===== src/rtl/rd_logic_pkg.sv =====
// Shared FIFO package: default address width and Gray/binary conversion helpers
// used by both the read-side and write-side pointer logic.
package rd_logic_pkg;

  // Default memory address width; FIFO depth is 2**FifoAddrSize.
  localparam int unsigned FifoAddrSize = 4;

  // Widest pointer the helpers handle; callers truncate to their own width.
  localparam int unsigned PtrMaxW = 32;

  function automatic logic [PtrMaxW-1:0] bin_to_gray(input logic [PtrMaxW-1:0] bin);
    return bin ^ (bin >> 1);
  endfunction

  // Prefix XOR from the MSB down; zero-extended upper bits do not disturb the result.
  function automatic logic [PtrMaxW-1:0] gray_to_bin(input logic [PtrMaxW-1:0] gray);
    logic [PtrMaxW-1:0] bin;
    bin[PtrMaxW-1] = gray[PtrMaxW-1];
    for (int i = PtrMaxW - 2; i >= 0; i--) begin
      bin[i] = bin[i+1] ^ gray[i];
    end
    return bin;
  endfunction

endpackage


===== src/rtl/b_to_g.sv =====
// Binary-to-Gray converter, N bits, purely combinational.
//   bin_i  : binary input
//   gray_o : Gray-coded output
module b_to_g #(
  parameter int unsigned N = 5
) (
  input  logic [N-1:0] bin_i,
  output logic [N-1:0] gray_o
);

  assign gray_o = bin_i ^ (bin_i >> 1);

endmodule


===== src/rtl/g_to_b.sv =====
// Gray-to-binary converter, N bits, purely combinational.
//   gray_i : Gray-coded input
//   bin_o  : binary output
// Each binary bit is the XOR of all Gray bits from the MSB down to itself.
module g_to_b #(
  parameter int unsigned N = 5
) (
  input  logic [N-1:0] gray_i,
  output logic [N-1:0] bin_o
);

  for (genvar i = 0; i < N; i++) begin : g_bit
    assign bin_o[i] = ^(gray_i >> i);
  end

endmodule


===== src/rtl/rd_logic.sv =====
// Read-side pointer and flag logic of an asynchronous FIFO.
//   rd_clk_i       : read-domain clock
//   rd_rst_i       : asynchronous active-high reset
//   rd_en_i        : read request, accepted only while not empty
//   rq2_wptr_i     : Gray write pointer, already synchronized into rd_clk
//   rd_ptr_o       : binary read address to the memory (combinational from rbin)
//   rd_ptr_gray_o  : registered Gray read pointer for the write domain
//   empty_o        : registered empty flag
//   almost_empty_o : registered, fill level <= AE_THRESH
//   rd_count_o     : registered fill level 0..2**ADDR_SIZE
//   rd_valid_o     : one cycle after each accepted read
//   underflow_o    : sticky, set by a read attempted while empty
module rd_logic
  import rd_logic_pkg::*;
#(
  parameter int unsigned ADDR_SIZE = FifoAddrSize,
  parameter int unsigned AE_THRESH = 2
) (
  input  logic                 rd_clk_i,
  input  logic                 rd_rst_i,
  input  logic                 rd_en_i,
  input  logic [ADDR_SIZE:0]   rq2_wptr_i,
  output logic [ADDR_SIZE-1:0] rd_ptr_o,
  output logic [ADDR_SIZE:0]   rd_ptr_gray_o,
  output logic                 empty_o,
  output logic                 almost_empty_o,
  output logic [ADDR_SIZE:0]   rd_count_o,
  output logic                 rd_valid_o,
  output logic                 underflow_o
);

  localparam logic [ADDR_SIZE:0] AeThresh = AE_THRESH[ADDR_SIZE:0];

  logic [ADDR_SIZE:0] rbin_q, rbin_d;
  logic [ADDR_SIZE:0] rgray_q, rgray_d;
  logic [ADDR_SIZE:0] count_q, count_d;
  logic [ADDR_SIZE:0] wbin_s;
  logic               empty_q, aempty_q, valid_q, underflow_q;
  logic               rd_accept;

  b_to_g #(
    .N (ADDR_SIZE + 1)
  ) u_b_to_g (
    .bin_i  (rbin_d),
    .gray_o (rgray_d)
  );

  g_to_b #(
    .N (ADDR_SIZE + 1)
  ) u_g_to_b (
    .gray_i (rq2_wptr_i),
    .bin_o  (wbin_s)
  );

  always_comb begin
    rd_accept = rd_en_i & ~empty_q;
    rbin_d    = rbin_q + {{ADDR_SIZE{1'b0}}, rd_accept};
    // Modulo 2**(ADDR_SIZE+1) difference; the extra pointer bit makes full read as DEPTH.
    count_d   = wbin_s - rbin_d;
  end

  always_ff @(posedge rd_clk_i or posedge rd_rst_i) begin
    if (rd_rst_i) begin
      rbin_q      <= '0;
      rgray_q     <= '0;
      count_q     <= '0;
      empty_q     <= 1'b1;
      aempty_q    <= 1'b1;
      valid_q     <= 1'b0;
      underflow_q <= 1'b0;
    end else begin
      rbin_q      <= rbin_d;
      rgray_q     <= rgray_d;
      count_q     <= count_d;
      // Uses the post-read pointer so the edge consuming the last entry raises empty.
      empty_q     <= (rgray_d == rq2_wptr_i);
      aempty_q    <= (count_d <= AeThresh);
      valid_q     <= rd_accept;
      underflow_q <= underflow_q | (rd_en_i & empty_q);
    end
  end

  assign rd_ptr_o       = rbin_q[ADDR_SIZE-1:0];
  assign rd_ptr_gray_o  = rgray_q;
  assign empty_o        = empty_q;
  assign almost_empty_o = aempty_q;
  assign rd_count_o     = count_q;
  assign rd_valid_o     = valid_q;
  assign underflow_o    = underflow_q;

endmodule


===== config.mk =====
export PLATFORM = sky130hd
export DESIGN_NAME = rd_logic
export DESIGN_NICKNAME = d
export VERILOG_FILES = /design/src/rtl/rd_logic_pkg.sv /design/src/rtl/b_to_g.sv /design/src/rtl/g_to_b.sv /design/src/rtl/rd_logic.sv
export SDC_FILE = /design/constraint.sdc
export NUM_CORES = 1
export LEC_CHECK = 0
export CORE_AREA = 2 2 50 52
export DETAILED_ROUTE_END_ITERATION = 6
export DIE_AREA = 0 0 52 54
export PLACE_DENSITY_LB_ADDON = 0.12
export RECOVER_POWER = 100
export SETUP_SLACK_MARGIN = 0.05
export SYNTH_ARGS = -nofsm -noshare
export SYNTH_HDL_FRONTEND = slang
export SYNTH_SLANG_ARGS = --single-unit

===== constraint.sdc =====
create_clock -name rd_clk_i -period 3.1 [get_ports rd_clk_i]
set_input_delay 0.31 -clock rd_clk_i [delete_from_list [all_inputs] [get_ports rd_clk_i]]
set_output_delay 0.31 -clock rd_clk_i [all_outputs]
set_load 0.05 [all_outputs]

==> results of run 1 <==
==> synthesized netlist by cell type, drive strengths merged (2+ instances only) <==
cell	n	share of area, %
xnor2	5	5.7
ha	5	6.1
nor2	4	1.5
dfstp	2	5.1
inv	8	2.9
xnor3	2	4.5
dfrtp	16	39
or2	2	1.2
xor2	12	14
nor3b	2	1.5
nand2	4	1.5
nand3	2	0.97
==> cell families (layout without fill, tap and decap cells) <==
kind of cell	count (synthesis)	count (layout)	share of synthesized area, %
fa+ha+maj	5	5	6.09
simple gates	20	20	11.1
buf+inv	9	43	3.29
compound gates	13	13	11.7
flops	18	18	44.1
xor+xnor	19	19	23.8
==> path summary, 6_finish.rpt <==
kind                                     from                to  slack (ns)  cells after the start
worst max-delay path            rq2_wptr_i[3]    almost_empty_o        0.33                     10
worst max register to register        empty_o    almost_empty_o        0.52                     11
max in group asynchronous            rd_rst_i         rbin_q[3]        2.13                      2
worst min register to register    underflow_o       underflow_o        0.46                      1
worst min-delay path              underflow_o       underflow_o        0.46                      1
min in group asynchronous            rd_rst_i  rd_ptr_gray_o[0]        0.54                      2
==> through the flow <==
step                      cell area, um2  setup WS [ns]  cells  utilization (%)
after detailed placement            1360          0.154    144             58.5
after global placement              1360          0.169    144             58.5
after floorplan                     1030          0.389     84                -
after global routing                1350          0.169    148             58.3
final                               1350          0.331    148             58.3
after CTS                           1390          0.448    148             60.0
==> area by class of cell <==
type | count | area [um2]
Clock buffer | 4 | 36.3
Fill cell | 205 | 968
Inverter | 8 | 30.0
Multi-Input combinational cell | 57 | 507
Sequential cell | 18 | 453
Tap cell | 30 | 37.5
Timing Repair Buffer | 31 | 288
==> worst max-delay path, cell delays in order <==
cell           delay (ns)
dlygate4sd3_1        0.56
xnor3_1              0.48
xor2_1               0.23
xor2_1               0.17
ha_1                 0.20
inv_1                0.05
ha_1                 0.21
or4_1                0.57
o2111ai_1            0.15
nor3_2               0.06
==> cells in the final DEF, fill, tap and decap left out, drive strengths merged, types with 4 or more instances in the layout <==
cell           instances
buf                    4
clkbuf                 6
clkdlybuf4s50          4
dfrtp                 16
dlygate4sd3           21
ha                     5
inv                    8
nand2                  4
nor2                   4
xnor2                  5
xor2                  12
==> flip-flops by register name, indices dropped and copies added, names as in the netlist <==
signal,flops
almost_empty_o,1
empty_o,1
underflow_o,1
rd_count_o,5
rd_valid_o,1
rd_ptr_gray_o,4
rbin_q,5
==> layer usage <==
metal	share of wire [%]	wire, um	vias up	track usage, %
met5	0	0	-	0
met4	2.7	53	0	10.5
met3	2.2	43	5	2.50
met2	48	936	16	27.0
met1	47	917	334	22.4
li1	-	-	358	-
==> reports/qor.csv, run 1 <==
stage,metric,value,unit
floorplanning,row_count,18,
cts,max-clock-path-buffers,2,
critical_path,cp_max_fo,3,
cts,cts_buffers,3,
global_route,antenna_found_initial,0,
global_route,overflow,0,
cts,numClockSinks,18,
drt,drc_errors,0,
synthesis,avgSynthCellArea,12.2,um2
cts,cts_tree,yes,
final_layout,drive_gt1_share,14.4,%
sta,finClkSkew,0.00197,ns
place,gp_congestion,0.815,
final_layout,insertedDiodeCount,0,
floorplanning,die-area,0.00281,mm2
cts,htreeDepth,1,
synthesis,syn_area,0.00103,mm2
cts,insertion_delay,0.30,ns
synthesis,synth_ff_type,dfrtp_1,
synthesis,synthArstFlopShare,100,%
drt,ant_nets,0,
cts,cts_setup_buffers,0,
critical_path,arrival,3.00,ns
floorplanning,dieWidth,52,um
place,portBuffers,25,
drt,first_iter_violations,9,
sta,fin_crit_sh,89.3,%
sta,relSlewSlack,54.2,%
final_layout,area_growth,31.5,%
run_status,status,"finished, final reports clean",
drt,via_per_inst,4.82,
critical_path,crit_type,input port to flop,
final_layout,final_nets,132,
sta,maxSlewViolCount,0,
cts,cts-root-buf,clkbuf_4,
drt,wire_per_inst,13.2,um
floorplanning,core,0.00232,mm2
synthesis,ys_types,37,
drt,drt-pass1-iter-count,2,
sta,finalCriticalPeriod,2.77,ns
run,drv_cap,0,
cts,hold_buffers,0,
synthesis,ys_warn_count,0,
place,hpwl,1.62,mm
critical_path,start_kind,input port,
critical_path,endpoint_kind,flop,
synthesis,netlist_instances,84,
critical_path,worstPathRequired,3.33,ns
drt,vias,713,
floorplanning,ios,26,
sta,hold_viol,0,
sta,max_slew.worst_pin.slew,0.686,ns
sta,hold_slack,0.457,ns
cts,clk_pin_slew,0.10,ns
floorplanning,initial_core_util,44.3,%
cts,ctsResizeCount,0,
floorplanning,die_y,54,um
drt,totalWireLength,1.95,mm
global_route,grt_pass1_vias,723,
global_route,grt_pass1_wl,3.39,mm
sta,fmax,361,MHz
global_route,track_usage,17.2,%
synthesis,synth-seq-cells,18,
global_route,grt_max_degree,19,
sta,rsz0062_at_grt,false,
sta,fin_setup_tns,0,ns
worst_hold_path,hold_class,flop to flop,
synthesis,seq_area_frac_synth,44.1,%
synthesis,synthesis.nets,97,
sta,setup_viol,0,
synthesis,synth_edf_count,0,
Power of run 1 is left out: the tool's default activity adds up to more than one toggle a clock period on the data nets, which glitch-free logic cannot reach.
==> run 2, diff against run 1 <==
PLACE_DENSITY = 0.74   (was default)
PLACE_DENSITY_LB_ADDON = default   (was 0.12)
TNS_END_PERCENT = 100   (was default)
==> reports/qor.csv, run 2 (synthesis results as in run 1) <==
stage,metric,value,unit
run_status,status,"finished, final reports clean",
floorplanning,die-area,0.00281,mm2
place,gp_congestion,0.879,
sta,max_slew.worst_pin.slew,0.661,ns
floorplanning,die_y,54,um
sta,hold_viol,0,
global_route,grt_pass1_wl,3.17,mm
critical_path,start_kind,input port,
cts,hold_buffers,0,
critical_path,cp_slowest_stage_delay,0.55,ns
critical_path,crit_type,input port to flop,
place,portBuffers,25,
floorplanning,dieWidth,52,um
global_route,overflow,0,
cts,insertion_delay,0.29,ns
run,drv_cap,0,
global_route,grt_max_degree,19,
final_layout,area_growth,29.8,%
sta,fmax,359,MHz
sta,maxSlewViolCount,0,
sta,setup_viol,0,
place,hpwl,1.59,mm
critical_path,cp_max_fo,3,
final_layout,final_cell_mix,"dlygate4sd3_1, dfrtp_1, xor2_1",
floorplanning,core,0.00232,mm2
final_layout,layout_commonest_cell,dlygate4sd3_1,
critical_path,path_cells,"dlygate4sd3_1, xnor3_1, xor2_1, xor2_1, ha_1, inv_1, ha_1, nor2_1, o221ai_1, and4_1, or2_1",
cts,cts_buffers,3,
cts,cts_setup_buffers,0,
floorplanning,row_count,18,
critical_path,endpoint_kind,flop,
floorplanning,initial_core_util,44.3,%
sta,fin_crit_sh,90.0,%
critical_path,critical_path.top_delay_family,XOR/XNOR gates,
sta,fin_setup_tns,0,ns
critical_path,crit_path_top_delay_cell,dlygate4sd3_1,
final_layout,insertedDiodeCount,0,
critical_path,crit_buf_inv,2,
drt,wire_per_inst,12.9,um
critical_path,worstPathRequired,3.29,ns
cts,numClockSinks,18,
drt,via_per_inst,4.95,
global_route,antenna_found_initial,0,
sta,finalCriticalPeriod,2.79,ns
drt,totalWireLength,1.90,mm
cts,cts_tree,yes,
global_route,grt_pass1_vias,712,
worst_hold_path,hold_class,flop to flop,
sta,relSlewSlack,55.9,%
cts,htreeDepth,1,
global_route,track_usage,15.8,%
floorplanning,ios,26,
drt,first_iter_violations,4,
drt,drt-pass1-iter-count,4,
cts,ctsResizeCount,0,
sta,rsz0062_at_grt,false,
critical_path,arrival,2.98,ns
sta,hold_slack,0.469,ns
cts,cts-root-buf,clkbuf_4,
drt,vias,728,
cts,clk_pin_slew,0.11,ns
cts,max-clock-path-buffers,2,
sta,finClkSkew,0.0104,ns
drt,ant_nets,0,
final_layout,drive_gt1_share,12.8,%
final_layout,final_nets,131,
drt,drc_errors,0,
==> run 2: cell types whose count changed in the layout (fill, tap and decap cells not counted) <==
| cell | delta |
|---|---|
| a2111oi_2 | -1 |
| clkdlybuf4s50_1 | +1 |
| dlygate4sd3_1 | -1 |
| a2111oi_0 | +1 |
| xor2_1 | +1 |
| clkbuf_1 | -1 |
| xor2_2 | -1 |
==> run 2: routing by layer <==
| metal | vias up | part of all wire [%] | wire [um] | track usage (%) |
|---|---|---|---|---|
| met4 | 0 | 0.90 | 17 | 5.26 |
| met3 | 3 | 4.3 | 81 | 2.50 |
| met5 | - | 0 | 0 | 0 |
| met2 | 18 | 53 | 1010 | 28.1 |
| met1 | 349 | 41 | 788 | 19.6 |
| li1 | 358 | - | - | - |
==> run 2: layout make-up <==
type | instances | area, um2
multi-input cells | 57 | 493
well taps | 30 | 37.5
repair buffers | 30 | 284
fillers | 194 | 986
clock buffers | 4 | 36.3
inverters | 8 | 30.0
flip-flops and latches | 18 | 453
==> run 2: worst register-to-register path: cells and delay by family (launching register included) <==
family	cells	cell delay (ns)
AO/OA/AOI/OAI	3	0.70
XOR/XNOR	1	0.23
adder cells (fa/ha/maj)	3	0.69
buffers and inverters	2	0.23
flip-flops	1	0.56
AND/OR/NAND/NOR	2	0.20
==> run 2: metrics by stage <==
stage / instance area, um2 / std cells / util (%) / worst slack (ns)
floorplan: 1030 / 84 / - / 0.389
global placement: 1350 / 143 / 58.1 / 0.166
detailed placement: 1350 / 143 / 58.1 / 0.0906
CTS: 1390 / 147 / 59.7 / 0.378
global route: 1330 / 147 / 57.5 / 0.0892
finish: 1330 / 147 / 57.5 / 0.311
==> run 2: worst paths after layout <==
path / startpoint / end / cells after the start / slack (ns)
max: rq2_wptr_i[3] / rd_count_o[4] / 11 / 0.31
min: underflow_o / underflow_o / 1 / 0.47
max reg2reg: empty_o / almost_empty_o / 11 / 0.42
min reg2reg: underflow_o / underflow_o / 1 / 0.47
max in group asynchronous: rd_rst_i / rbin_q[2] / 2 / 2.13
min in group asynchronous: rd_rst_i / rbin_q[3] / 2 / 0.54
Power of run 2 is left out for the same reason.
